**src/rtl/ccff_loader_pkg.sv**
```systemverilog
// ccff_loader_pkg
// Shared definitions for the configuration-chain loader:
//   state_t   - loader FSM states (IDLE, LOAD, DRAIN)
//   words_for - number of W-bit words needed to carry a chain_len-bit stream
package ccff_loader_pkg;

    typedef enum logic [1:0] {
        ST_IDLE  = 2'd0,
        ST_LOAD  = 2'd1,
        ST_DRAIN = 2'd2
    } state_t;

    function automatic int unsigned words_for(input int unsigned chain_len,
                                              input int unsigned w);
        return (chain_len + w - 1) / w;
    endfunction

endpackage

```
**src/rtl/ccff_loader_if.sv**
```systemverilog
// ccff_loader_if
// Word-stream bus between the tile programming interface and the loader.
//   in_data/in_valid/in_ready    : bitstream words toward the chain
//   out_data/out_valid/out_ready : readback words captured from ccff_tail
// master = programming side, slave = loader.
interface ccff_loader_if #(
    parameter int W = 8
);
    logic [W-1:0] in_data;
    logic         in_valid;
    logic         in_ready;
    logic [W-1:0] out_data;
    logic         out_valid;
    logic         out_ready;

    modport master (
        output in_data, in_valid, out_ready,
        input  in_ready, out_data, out_valid
    );

    modport slave (
        input  in_data, in_valid, out_ready,
        output in_ready, out_data, out_valid
    );
endinterface

```
**src/rtl/ccff_rb_packer.sv**
```systemverilog
// ccff_rb_packer
// Readback deserializer: packs bits captured from ccff_tail LSB-first into
// W-bit words and presents them through a single holding register.
//   bit_vld/bit_in : captured bit, valid in cycles where the chain shifts
//   bit_last       : the captured bit is the final bit of the load
//   out_*          : readback word handshake
//   can_accept     : a bit may be captured this cycle
//   empty          : accumulator holds no bits (holding register not included)
module ccff_rb_packer
    import ccff_loader_pkg::*;
#(
    parameter int W = 8
) (
    input  logic         prog_clk,
    input  logic         prog_reset_n,
    input  logic         bit_vld,
    input  logic         bit_in,
    input  logic         bit_last,
    input  logic         out_ready,
    output logic [W-1:0] out_data,
    output logic         out_valid,
    output logic         can_accept,
    output logic         empty
);
    localparam int NW = $clog2(W + 1);

    logic [W-1:0]  acc, acc_n;
    logic [NW-1:0] acc_cnt, cnt_n;
    logic          acc_full, full_n;
    logic [W-1:0]  data_n;
    logic          valid_n;
    logic          hold_free;

    // The holding register is free if empty or being read this cycle.
    assign hold_free  = !out_valid || out_ready;
    // A completed word parked in the accumulator blocks capture until it can move.
    assign can_accept = !acc_full || hold_free;
    assign empty      = !acc_full && (acc_cnt == NW'(0));

    always_comb begin
        acc_n   = acc;
        cnt_n   = acc_cnt;
        full_n  = acc_full;
        data_n  = out_data;
        valid_n = out_valid && !out_ready;
        // Parked word moves out first, so a new bit can start the next word.
        if (acc_full && hold_free) begin
            data_n  = acc;
            valid_n = 1'b1;
            acc_n   = '0;
            cnt_n   = '0;
            full_n  = 1'b0;
        end
        if (bit_vld) begin
            acc_n = acc_n | (W'(bit_in) << cnt_n);
            cnt_n = cnt_n + NW'(1);
            if (cnt_n == NW'(W) || bit_last) begin
                if (!valid_n) begin
                    data_n  = acc_n;
                    valid_n = 1'b1;
                    acc_n   = '0;
                    cnt_n   = '0;
                end else begin
                    full_n = 1'b1;
                end
            end
        end
    end

    always_ff @(posedge prog_clk or negedge prog_reset_n) begin
        if (!prog_reset_n) begin
            acc       <= '0;
            acc_cnt   <= '0;
            acc_full  <= 1'b0;
            out_data  <= '0;
            out_valid <= 1'b0;
        end else begin
            acc       <= acc_n;
            acc_cnt   <= cnt_n;
            acc_full  <= full_n;
            out_data  <= data_n;
            out_valid <= valid_n;
        end
    end
endmodule

```
**src/rtl/ccff_loader.sv**
```systemverilog
// ccff_loader
// Serializes a word-stream bitstream onto a configuration chain (ccff_head)
// while capturing the previous contents from ccff_tail as readback words.
//   prog_clk, prog_reset_n : clock, async active-low reset
//   start                  : begins a load when idle
//   bus (slave)            : input bitstream and readback word handshakes
//   ccff_head / ccff_tail  : serial data into / out of the chain
//   ccff_clk_en            : chain shifts at the end of each cycle it is high
//   busy, done, bit_cnt    : status (LOAD/DRAIN, completion pulse, bits shifted)
module ccff_loader
    import ccff_loader_pkg::*;
#(
    parameter int CHAIN_LEN = 20,
    parameter int W         = 8
) (
    input  logic                           prog_clk,
    input  logic                           prog_reset_n,
    input  logic                           start,
    ccff_loader_if.slave                   bus,
    output logic                           ccff_head,
    input  logic                           ccff_tail,
    output logic                           ccff_clk_en,
    output logic                           busy,
    output logic                           done,
    output logic [$clog2(CHAIN_LEN+1)-1:0] bit_cnt
);
    localparam int CW = $clog2(CHAIN_LEN + 1);
    localparam int NW = $clog2(W + 1);

    state_t        state, state_n;
    logic [W-1:0]  in_buf;
    logic [NW-1:0] in_cnt;
    logic [CW-1:0] acc_bits;   // bits accepted from the input stream so far
    logic [31:0]   rem_w;
    logic [NW-1:0] take;
    logic          shift, xfer, in_ready;
    logic          rb_can_accept, rb_empty, rb_valid;
    logic [W-1:0]  rb_data;
    logic          drain_done;

    assign shift = (state == ST_LOAD) && (in_cnt != NW'(0)) && rb_can_accept;

    // No further words are taken once the whole chain length has been accepted,
    // so the stream is not consumed past the end of the bitstream.
    assign in_ready = (state == ST_LOAD) && (acc_bits != CW'(CHAIN_LEN)) &&
                      ((in_cnt == NW'(0)) || ((in_cnt == NW'(1)) && shift));
    assign xfer     = bus.in_valid && in_ready;

    // Last word may carry fewer live bits than W; the rest are discarded.
    assign rem_w = 32'(CHAIN_LEN) - 32'(acc_bits);
    assign take  = (rem_w > 32'(W)) ? NW'(W) : NW'(rem_w);

    assign ccff_clk_en  = shift;
    assign ccff_head    = shift & in_buf[0];
    assign busy         = (state != ST_IDLE);
    assign bus.in_ready = in_ready;
    assign bus.out_data = rb_data;
    assign bus.out_valid = rb_valid;
    assign drain_done   = rb_empty && (!rb_valid || bus.out_ready);

    ccff_rb_packer #(.W(W)) u_rb_packer (
        .prog_clk     (prog_clk),
        .prog_reset_n (prog_reset_n),
        .bit_vld      (shift),
        .bit_in       (ccff_tail),
        .bit_last     (bit_cnt == CW'(CHAIN_LEN - 1)),
        .out_ready    (bus.out_ready),
        .out_data     (rb_data),
        .out_valid    (rb_valid),
        .can_accept   (rb_can_accept),
        .empty        (rb_empty)
    );

    always_ff @(posedge prog_clk or negedge prog_reset_n) begin
        if (!prog_reset_n) state <= ST_IDLE;
        else               state <= state_n;
    end

    always_comb begin
        state_n = state;
        done    = 1'b0;
        case (state)
            ST_IDLE:  if (start) state_n = ST_LOAD;
            ST_LOAD:  if (bit_cnt == CW'(CHAIN_LEN)) state_n = ST_DRAIN;
            ST_DRAIN: begin
                if (drain_done) begin
                    done    = 1'b1;
                    state_n = ST_IDLE;
                end
            end
            default:  state_n = ST_IDLE;
        endcase
    end

    always_ff @(posedge prog_clk or negedge prog_reset_n) begin
        if (!prog_reset_n) begin
            in_buf   <= '0;
            in_cnt   <= '0;
            acc_bits <= '0;
            bit_cnt  <= '0;
        end else if (state == ST_IDLE && start) begin
            in_cnt   <= '0;
            acc_bits <= '0;
            bit_cnt  <= '0;
        end else begin
            if (shift) bit_cnt <= bit_cnt + CW'(1);
            // A word taken in the same cycle as the last buffered bit shifts
            // replaces the buffer outright.
            if (xfer) begin
                in_buf   <= bus.in_data;
                in_cnt   <= take;
                acc_bits <= acc_bits + CW'(take);
            end else if (shift) begin
                in_buf <= in_buf >> 1;
                in_cnt <= in_cnt - NW'(1);
            end
        end
    end
endmodule

```
**src/flat_wrapper.sv**
```systemverilog
// flat-port wrapper written by rule: the top's interface ports become plain ports
module ccff_loader_flat import ccff_loader_pkg::*;
#(
    parameter int CHAIN_LEN = 20,
    parameter int W         = 8
)
  (prog_clk, prog_reset_n, start, ccff_head, ccff_tail, ccff_clk_en, busy, done, bit_cnt, bus_in_data, bus_in_valid, bus_out_ready, bus_in_ready, bus_out_data, bus_out_valid);
  ccff_loader_if #(.W(W)) bus_i ();
  input  logic prog_clk;
  input  logic prog_reset_n;
  input  logic start;
  output logic ccff_head;
  input  logic ccff_tail;
  output logic ccff_clk_en;
  output logic busy;
  output logic done;
  output logic [$clog2(CHAIN_LEN+1)-1:0] bit_cnt;
  input wire logic [$bits(bus_i.in_data)-1:0] bus_in_data;
  input wire logic [$bits(bus_i.in_valid)-1:0] bus_in_valid;
  input wire logic [$bits(bus_i.out_ready)-1:0] bus_out_ready;
  output wire logic [$bits(bus_i.in_ready)-1:0] bus_in_ready;
  output wire logic [$bits(bus_i.out_data)-1:0] bus_out_data;
  output wire logic [$bits(bus_i.out_valid)-1:0] bus_out_valid;
  assign bus_i.in_data = bus_in_data;
  assign bus_i.in_valid = bus_in_valid;
  assign bus_i.out_ready = bus_out_ready;
  assign bus_in_ready = bus_i.in_ready;
  assign bus_out_data = bus_i.out_data;
  assign bus_out_valid = bus_i.out_valid;
  ccff_loader #(.CHAIN_LEN(CHAIN_LEN), .W(W)) u_core (.prog_clk(prog_clk), .prog_reset_n(prog_reset_n), .start(start), .bus(bus_i), .ccff_head(ccff_head), .ccff_tail(ccff_tail), .ccff_clk_en(ccff_clk_en), .busy(busy), .done(done), .bit_cnt(bit_cnt));
endmodule
```
**config.mk**
```make
export PLATFORM = sky130hd
export DESIGN_NAME = ccff_loader_flat
export DESIGN_NICKNAME = d
export VERILOG_FILES = /design/src/rtl/ccff_loader_pkg.sv /design/src/rtl/ccff_loader_if.sv /design/src/rtl/ccff_rb_packer.sv /design/src/rtl/ccff_loader.sv /design/src/flat_wrapper.sv
export SDC_FILE = /design/constraint.sdc
export NUM_CORES = 1
export LEC_CHECK = 0
export ABC_AREA = 1
export BUFFER_PORTS_ARGS = -buffer_cell sky130_fd_sc_hd__buf_2
export CORE_ASPECT_RATIO = 0.9
export CORE_MARGIN = 5
export CORE_UTILIZATION = 35
export CTS_CLUSTER_SIZE = 25
export DETAILED_ROUTE_END_ITERATION = 16
export GPL_ROUTABILITY_DRIVEN = 0
export PLACE_DENSITY = 0.63
export SLEW_MARGIN = 20
export SYNTH_ARGS = -nofsm -noshare
export SYNTH_HDL_FRONTEND = slang
export SYNTH_SLANG_ARGS = --single-unit
```
**constraint.sdc**
```tcl
create_clock -name prog_clk -period 2.5 [get_ports prog_clk]
set_input_delay 0.5 -clock prog_clk [delete_from_list [all_inputs] [get_ports prog_clk]]
set_output_delay 0.5 -clock prog_clk [all_outputs]
set_load 0.05 [all_outputs]
```
# Word level (Yosys, flattened, before mapping)
# Index checks and enable logic that the tools add are counted.
dict set report totals {
  ff_bits 46
  latchBits 0
  ram_bits 0
  romBits 0
  in_bits 14
  output_inout_bits 19
  n_memories 0
}
dict set report classes {
  add_sub_neg 5
  mul 0
  div_mod_pow 0
  n_lt_le_gt_ge 1
  n_eq_ne 10
  shift 1
  n_mux 35
  n_bitwise 3
  n_reduce_logical 29
}
# op count
set op_table {}
lappend op_table {{$mux 8} 10}
lappend op_table {{$gt 32x4->1 const B} 1}
lappend op_table {{$mux 4} 8}
lappend op_table {{$mux 5} 4}
lappend op_table {{$logic_and 1x1->1} 11}
lappend op_table {{$eq 5x5->1 const B} 2}
lappend op_table {{$mux 1} 9}
lappend op_table {{$logic_not 4->1} 2}
lappend op_table {{$or 8x8->8} 1}
lappend op_table {{$reduce_bool 2->1} 4}
lappend op_table {{$shl 1x4->8} 1}
lappend op_table {{$mux 2} 3}
lappend op_table {{$pmux 2 s3} 1}
lappend op_table {{$sub 5x5->6 const A} 1}
lappend op_table {{$add 5x1->5 const B} 1}
lappend op_table {{$add 5x4->5} 1}
lappend op_table {{$ne 5x5->1 const B} 1}
lappend op_table {{$add 4x1->4 const B} 1}
lappend op_table {{$eq 4x1->1 const B} 1}
lappend op_table {{$eq 4x4->1 const B} 1}
lappend op_table {{$logic_or 1x1->1} 4}
lappend op_table {{$ne 2x2->1 const B} 2}
lappend op_table {{$reduce_bool 4->1} 1}
lappend op_table {{$sub 4x1->4 const B} 1}
lappend op_table {{10 further kinds} 12}

# Depth between registers and ports, before layout
# Gate-level depths: netlist (run 1).
dict set report logic_depth {
  word_depth 10
  ltp_mapped 19
  depth_no_buf 19
}

# Modules after synthesis
# A second synthesis (run 1) with hierarchy kept.
dict set report unflattened {
  hier_cells 382
  hier_area_um2 2772.7
}
# mod n_inst cells_per_inst area_each_um2 seq_area_each_um2
set modules_own_cells {}
lappend modules_own_cells {ccff_loader 1 210 1539.0 600.6}
lappend modules_own_cells {ccff_rb_packer 1 172 1233.7 550.5}

# Worst setup path after synthesis (run 1)
# OpenSTA, ideal clock, no wires.
dict set report synth_timing {
  path_kind {register to output}
  from {reg u_core.u_rb_packer.out_valid}
  to {out ccff_head}
  arrival_time_ns 1.802
  t_required_ns 2.000
  path_slack_ns 0.198
  path_stages_with_launch 5
  path_buffers 1
  path_cell_list {dfrtp_1 -> nand3_1 -> nand3_4 -> clkbuf_1 -> nor2_1}
}
dict set report synth_via {
  elab_chain_cells 5
}
# element line_no
set synth_rtl {}
lappend synth_rtl {{start: declaration} ccff_rb_packer.sv:21} ;# output logic out_valid,
lappend synth_rtl {{start signal: assignment} ccff_rb_packer.sv:82} ;# out_valid <= valid_n;
lappend synth_rtl {{$logic_not 1->1} ccff_rb_packer.sv:35} ;# assign hold_free = !out_valid || out_ready;
lappend synth_rtl {{$logic_or 1x1->1} ccff_rb_packer.sv:35}
lappend synth_rtl {{$logic_or 1x1->1} ccff_rb_packer.sv:37} ;# assign can_accept = !acc_full || hold_free;
lappend synth_rtl {{$logic_and 1x1->1} ccff_loader.sv:41} ;# assign shift = (state == ST_LOAD) && (in_cnt != NW'(0)) && rb_can_accept;
lappend synth_rtl {{$and 1x1->1} ccff_loader.sv:54} ;# assign ccff_head = shift & in_buf[0];
lappend synth_rtl {{end: declaration} flat_wrapper.sv:12} ;# output logic ccff_head;
# Every way passes these cells.

# Worst setup path in the final report (run 1)
dict set report layout_timing {
  from {reg u_core.in_cnt[0]}
  to {out ccff_head}
}
dict set report layout_via {
  elab_chain_cells 4
}
# element line_no
set layout_rtl {}
lappend layout_rtl {{start: declaration} ccff_loader.sv:32} ;# logic [NW-1:0] in_cnt;
lappend layout_rtl {{start signal: assignment} ccff_loader.sv:111} ;# in_cnt <= take;
lappend layout_rtl {{start signal: assignment} ccff_loader.sv:115} ;# in_cnt <= in_cnt - NW'(1);
lappend layout_rtl {{$reduce_bool 4->1} ccff_loader.sv:41}
lappend layout_rtl {{$logic_and 1x1->1 (2 in a row)} ccff_loader.sv:41}
lappend layout_rtl {{$and 1x1->1} ccff_loader.sv:54}
# Every way passes these cells.

==> flow_metrics.tcl, run 1 <==
set metrics [dict create \
    fmax_mhz 426 \
    buffer_ports.inserted 32 \
    netlist_area_um2 2860 \
    finalSetupViolations 0 \
    fin_total_pwr_uw 4230 \
    period_minus_slack_ns 2.35 \
    leakage_uw 0.00172 \
    synthDistinctLibCells 30 \
    grt_pass1_vias 2321 \
    floorplan.die.height_um 95.7 \
    placement_rows 31 \
    pint_uw 2190 \
    p_clk_share_pct 16.5 \
    clock_sinks 46 \
    final_cell_mix "sky130_fd_sc_hd__nand2_1, sky130_fd_sc_hd__inv_1, sky130_fd_sc_hd__dfrtp_1, sky130_fd_sc_hd__nor2_1, sky130_fd_sc_hd__buf_2" \
    critical_path_class "flop to primary output" \
    total_cts_buffers 5 \
    clk_root_buffer_cell "sky130_fd_sc_hd__clkbuf_8" \
    clk_transition_reported_paths_ns 0.09 \
    cts_hold_buffers 0 \
    unrepaired_setup_endpoints_after_global_routing "false" \
    cp-end-kind "primary output" \
    netlist.area_leader.share_pct 40.3 \
    worst-r2r-setup-slack_ns 0.21 \
    postSynthAreaPerCell_um2 7.54 \
    synthesis.nets 403 \
    antenna_left 0 \
    cts.path.max_buffers 2 \
    grt_remaining_overflow 0 \
    count_of_h_tree_levels_built_during_cts 2 \
    firstDrtPassIters 4 \
    n_antenna_cell 0 \
    post_route_cells_drive_above_1_share_pct 17.6 \
    layout.nets 437 \
    drt-vias-per-instance 4.73 \
    max-slew-margin-rel_pct 59.8 \
    sequential_fraction_of_design_power_pct 29.2 \
    yosys.area.top_type "sky130_fd_sc_hd__dfrtp_1" \
    starting_density_pct 35.8 \
    vdd.ir_drop.worst_v 0.000447 \
    hold_viol 0 \
    route.detailed.drc 0 \
    coreArea_um2 7990 \
    final_worst_path_setup_slack_ns 0.153 \
    tns_ns 0 \
    ys_top_cells_by_area "sky130_fd_sc_hd__dfrtp_1, sky130_fd_sc_hd__nand2_1, sky130_fd_sc_hd__inv_1" \
    antenna_violations_before_repair 0 \
    clkLatencyLatePin_ns 0.30 \
    drv_cap 0 \
    wl_per_cell_um 12.1 \
    outcome "finished clean" \
    start_kind "flop" \
    crit_fanout 9 \
    cts_tree "built" \
    timing.critical_path.arrival_ns 1.85 \
    min_period_over_period_pct 93.9 \
    comb_power_share_pct 54.3 \
    synth-seq-cells 46 \
    fin_skew_ns 0.00674 \
    grt_first_pass_wirelength_um 10800 \
    via_count 2427 \
    placed_cells_incl_taps 505 \
    drt-initial-drc-count 73 \
    syn_inst 379 \
    power-per-cell-area_nw_per_um2 1300 \
    final_max_slew_viol_count 0 \
    synth_sequential_area_ratio_pct 40.3 \
    most_common_library_cell_in_the_layout_ignoring_fill_and_taps "sky130_fd_sc_hd__nand2_1" \
    die_x_um 105 \
    switching_share_of_power_pct 48.4 \
    dpl.hpwl_um 4400 \
    data_required_time_of_the_critical_path_ns 2.00 \
    grt_use_total_pct 13.0 \
    cts_setup_buffers 0 \
    min-delay-path-class "input pin to async pin" \
    largest_net_degree_at_the_start_of_global_routing 47 \
    die_area_um2 10100 \
    synth_warnings 0 \
    placement_setup_slack_ns 0.187 \
    flow.area_growth_from_synthesis_pct 13.6 \
    postRouteWirelength_um 6190 \
    boundaryPins 33 \
    worst-slew-pin-transition_ns 0.603 \
    netSwitchingPower_uw 2050 \
    post_route_insts_no_fill 513 \
]
## path summary, 6_finish.rpt
kind	to	cells past startpoint	startpoint
max	ccff_head	7	u_core.in_cnt[0]
min in group prog_clk	u_core.in_buf[7]	3	bus_in_data[7]
max reg2reg	u_core.acc_bits[4]	18	u_core.acc_bits[0]
min	u_core.u_rb_packer.out_data[2]	2	prog_reset_n
min reg2reg	u_core.in_buf[6]	2	u_core.in_buf[6]
max in group asynchronous	u_core.u_rb_packer.acc_cnt[3]	2	prog_reset_n
## critical path, stage by stage (launching register included)
cell,delay [ns]
sky130_fd_sc_hd__dfrtp_1,0.38
sky130_fd_sc_hd__inv_1,0.10
sky130_fd_sc_hd__ha_1,0.22
sky130_fd_sc_hd__nand3_2,0.11
sky130_fd_sc_hd__nand3_4,0.14
sky130_fd_sc_hd__buf_4,0.20
sky130_fd_sc_hd__nor2_1,0.12
sky130_fd_sc_hd__buf_2,0.28
## stage by stage
step                hold slack (ns)  area [µm²]  util (%)
floorplan                     0.204        2860         -
global route                  0.341        3240      40.6
CTS                           0.307        3240      40.5
finish                        0.287        3240      40.6
detailed placement            0.486        3100      38.8
global placement              0.474        3100      38.8
## flip-flops by register name (all words and copies together) (netlist names)
| signal | flops |
|---|---|
| u_core.u_rb_packer.acc_cnt | 4 |
| u_core.u_rb_packer.acc_full | 1 |
| u_core.u_rb_packer.out_data | 8 |
| u_core.state | 2 |
| u_core.in_buf | 8 |
| u_core.u_rb_packer.out_valid | 1 |
| u_core.in_cnt | 4 |
| u_core.acc_bits | 5 |
| u_core.bit_cnt | 5 |
| u_core.u_rb_packer.acc | 8 |
## metal layers
layer  share of wire [%]  GRT usage (%)  vias up
met4                 1.3           4.58        0
li1                    -              -     1271
met1                  49           17.1     1106
met2                  46           21.7       43
met3                 4.2           2.48        7
met5                   0              0        -
## power groups by stage
| stage | Clock [µW] | Sequential, µW | Combinational [µW] |
|---|---|---|---|
| finish | 699 | 1240 | 2300 |
| global route | 749 | 1280 | 2590 |
| CTS | 718 | 1240 | 2310 |
| detailed placement | 0 | 1250 | 2300 |
| global placement | 0 | 1240 | 2270 |
| floorplan | 0 | 1530 | 1570 |
## cell usage after synthesis
library cell and n:
sky130_fd_sc_hd__nand3_1 17, sky130_fd_sc_hd__buf_2 2, sky130_fd_sc_hd__inv_4 2, sky130_fd_sc_hd__nor3_1 9, sky130_fd_sc_hd__buf_4 1, sky130_fd_sc_hd__o21ai_0 29
sky130_fd_sc_hd__clkbuf_1 2, sky130_fd_sc_hd__dfrtp_1 46, sky130_fd_sc_hd__nand2_4 4, sky130_fd_sc_hd__nor2_1 38, sky130_fd_sc_hd__nand4_1 7, sky130_fd_sc_hd__nand3_4 4
sky130_fd_sc_hd__inv_2 1, sky130_fd_sc_hd__inv_1 63, sky130_fd_sc_hd__a31oi_1 6, sky130_fd_sc_hd__nand3_2 1, sky130_fd_sc_hd__nor2_4 2, sky130_fd_sc_hd__a21oi_2 1
sky130_fd_sc_hd__o21ai_2 5, sky130_fd_sc_hd__nand2_2 5, sky130_fd_sc_hd__a21oi_1 11, sky130_fd_sc_hd__nand2_1 92, sky130_fd_sc_hd__o22ai_1 3, sky130_fd_sc_hd__xor2_2 1
sky130_fd_sc_hd__o31ai_1 1, sky130_fd_sc_hd__o21ai_1 6, sky130_fd_sc_hd__buf_6 5, sky130_fd_sc_hd__ha_1 10, sky130_fd_sc_hd__xor2_1 4, sky130_fd_sc_hd__a22oi_1 1
## cells by family after synthesis
| group | share of synthesized area (%) |
|---|---|
| buffers and inverters | 11.7 |
| flip-flops | 40.3 |
| adder cells (fa/ha/maj) | 4.38 |
| XOR/XNOR | 1.80 |
| AO/OA/AOI/OAI | 12.4 |
| AND/OR/NAND/NOR | 29.4 |
## what timing repair did
action                                  4_1_cts  5_1_grt
endpoints found under the setup margin        0        2
resized for setup                             0        3
hold endpoints to repair                      0        0
## cell type report
cell class,count,area (µm²)
Clock inverter,2,60.1
Sequential cell,46,1150
Timing Repair Buffer,37,200
Inverter,66,253
Clock buffer,6,82.6
Fill cell,845,4750
Multi-Input combinational cell,257,1370
Tap cell,99,124
No activity file was read; power rests on OpenSTA's default activity.
==> run 2, diff against run 1 <==
--- a/config.mk
+++ b/config.mk
@@ -8,7 +8,7 @@
 export ABC_AREA = 1
 export BUFFER_PORTS_ARGS = -buffer_cell sky130_fd_sc_hd__buf_2
 export CORE_ASPECT_RATIO = 0.9
-export CORE_MARGIN = 5
+export CORE_MARGIN = 2
 export CORE_UTILIZATION = 35
 export CTS_CLUSTER_SIZE = 25
 export DETAILED_ROUTE_END_ITERATION = 16
==> constraint.sdc (replaced) <==
create_clock -name prog_clk -period 3.05 [get_ports prog_clk]
set_input_delay 0.61 -clock prog_clk [delete_from_list [all_inputs] [get_ports prog_clk]]
set_output_delay 0.61 -clock prog_clk [all_outputs]
set_load 0.05 [all_outputs]
==> flow_metrics.tcl, run 2 (synthesis results as in run 1) <==
set metrics [dict create \
    die_x_um 99.2 \
    grt_pass1_vias 2358 \
    grt_remaining_overflow 0 \
    flow.area_growth_from_synthesis_pct 11.9 \
    clk_transition_reported_paths_ns 0.08 \
    dpl.hpwl_um 4510 \
    critical_path_class "flop to primary output" \
    data_required_time_of_the_critical_path_ns 2.44 \
    clkLatencyLatePin_ns 0.30 \
    outcome "finished clean" \
    route.detailed.drc 0 \
    firstDrtPassIters 4 \
    wl_per_cell_um 11.7 \
    coreArea_um2 7990 \
    cts.path.max_buffers 2 \
    cp-end-kind "primary output" \
    n_antenna_cell 0 \
    post_route_cells_drive_above_1_share_pct 16.5 \
    layout.nets 436 \
    comb_power_share_pct 56.1 \
    tns_ns 0 \
    wl_met3_um 234 \
    placement_rows 31 \
    unrepaired_setup_endpoints_after_global_routing "false" \
    die_area_um2 8900 \
    floorplan.die.height_um 89.7 \
    fmax_mhz 417 \
    antenna_left 0 \
    total_cts_buffers 5 \
    final_worst_path_setup_slack_ns 0.655 \
    max-slew-margin-rel_pct 66.6 \
    leakage_uw 0.00170 \
    timing.critical_path.arrival_ns 1.79 \
    min-delay-path-class "input pin to async pin" \
    starting_density_pct 35.8 \
    power-per-cell-area_nw_per_um2 1040 \
    drt-vias-per-instance 4.69 \
    cts_setup_buffers 0 \
    most_common_library_cell_in_the_layout_ignoring_fill_and_taps "sky130_fd_sc_hd__nand2_1" \
    antenna_violations_before_repair 0 \
    reg_top3 "u_core.in_buf x8, u_core.u_rb_packer.acc x8, u_core.u_rb_packer.out_data x8" \
    postRouteWirelength_um 5980 \
    start_kind "flop" \
    period_minus_slack_ns 2.40 \
    switching_share_of_power_pct 49.7 \
    drv_cap 0 \
    final_max_slew_viol_count 0 \
    post_cts_resize_count 0 \
    via_count 2402 \
    crit_fanout 7 \
    cts_tree "built" \
    p_clk_share_pct 13.5 \
    final_cell_mix "sky130_fd_sc_hd__nand2_1, sky130_fd_sc_hd__inv_1, sky130_fd_sc_hd__dfrtp_1, sky130_fd_sc_hd__nor2_1, sky130_fd_sc_hd__buf_2" \
    worst-slew-pin-transition_ns 0.500 \
    clock_sinks 46 \
    pint_uw 1680 \
    min_period_over_period_pct 78.5 \
    fin_total_pwr_uw 3340 \
    met2_routed_length_um 2710 \
    drt-met1-wl_um 2960 \
    finalSetupViolations 0 \
    buffer_ports.inserted 32 \
    vdd.ir_drop.worst_v 0.000449 \
    placement_setup_slack_ns 0.581 \
    drt-initial-drc-count 106 \
    largest_net_degree_at_the_start_of_global_routing 27 \
    sequential_fraction_of_design_power_pct 30.4 \
    netSwitchingPower_uw 1660 \
    grt_use_total_pct 14.6 \
    cts_hold_buffers 0 \
    top_signal_layer_used "met4" \
    boundaryPins 33 \
    clk_root_buffer_cell "sky130_fd_sc_hd__clkbuf_8" \
    grt_first_pass_wirelength_um 10700 \
    hold_viol 0 \
    count_of_h_tree_levels_built_during_cts 2 \
    fin_skew_ns 0.00663 \
]
run 2: changes by cell type in the layout (fill, tap and decap cells not counted), sizes merged:
cell and delta:
bufinv -1
run 2: worst paths after layout:
check	startpoint	endpoint	slack [ns]	depth (start not counted)
min in group prog_clk	u_core.in_buf[6]	u_core.in_buf[6]	0.51	2
min	prog_reset_n	u_core.bit_cnt[3]	0.27	1
min reg2reg	u_core.in_buf[6]	u_core.in_buf[6]	0.51	2
max	u_core.in_cnt[0]	bus_in_ready	0.65	8
max in group asynchronous	prog_reset_n	u_core.in_buf[7]	2.06	2
max reg2reg	u_core.acc_bits[0]	u_core.acc_bits[4]	0.71	18
run 2: per-stage QoR:
step / area (µm²) / instances / util, % / hold slack (ns)
3_5_place_dp: 3090 / 504 / 38.7 / 0.490
4_1_cts: 3200 / 512 / 40.0 / 0.279
3_3_place_gp: 3090 / 504 / 38.7 / 0.475
5_1_grt: 3200 / 512 / 40.0 / 0.299
2_1_floorplan: 2860 / 379 / - / 0.314
6_report: 3200 / 512 / 40.0 / 0.271
run 2: area by class of cell:
cell class                 count  area (µm²)
sequential                    46        1150
clock buffer                   7        76.3
multi-input combinational    257        1370
clock inverter                 1        30.0
fill                         848        4790
timing repair buffer          36         190
tap                           99         124
inverter                      66         253
run 2: worst max-delay path: stages, from the launching register on:
cell and delay [ns]:
sky130_fd_sc_hd__dfrtp_1 0.38, sky130_fd_sc_hd__inv_1 0.09, sky130_fd_sc_hd__ha_1 0.21, sky130_fd_sc_hd__nand3_2 0.11
sky130_fd_sc_hd__nand3_4 0.11, sky130_fd_sc_hd__o21ai_2 0.21, sky130_fd_sc_hd__nand2_1 0.08, sky130_fd_sc_hd__inv_1 0.05
sky130_fd_sc_hd__buf_2 0.25
run 2: metal layers:
| metal | global-route usage [%] | vias up |
|---|---|---|
| met4 | 3.88 | 0 |
| met1 | 19.8 | 1090 |
| met2 | 23.8 | 39 |
| met3 | 2.95 | 7 |
| met5 | 0 | - |
| li1 | - | 1266 |
run 2: power groups by stage:
stage          clock (µW)  sequential (µW)  combinational, µW
2_1_floorplan           0             1250               1290
3_3_place_gp            0             1020               1860
3_5_place_dp            0             1030               1880
4_1_cts               473             1020               1890
5_1_grt               501             1040               2130
6_report              450             1010               1870
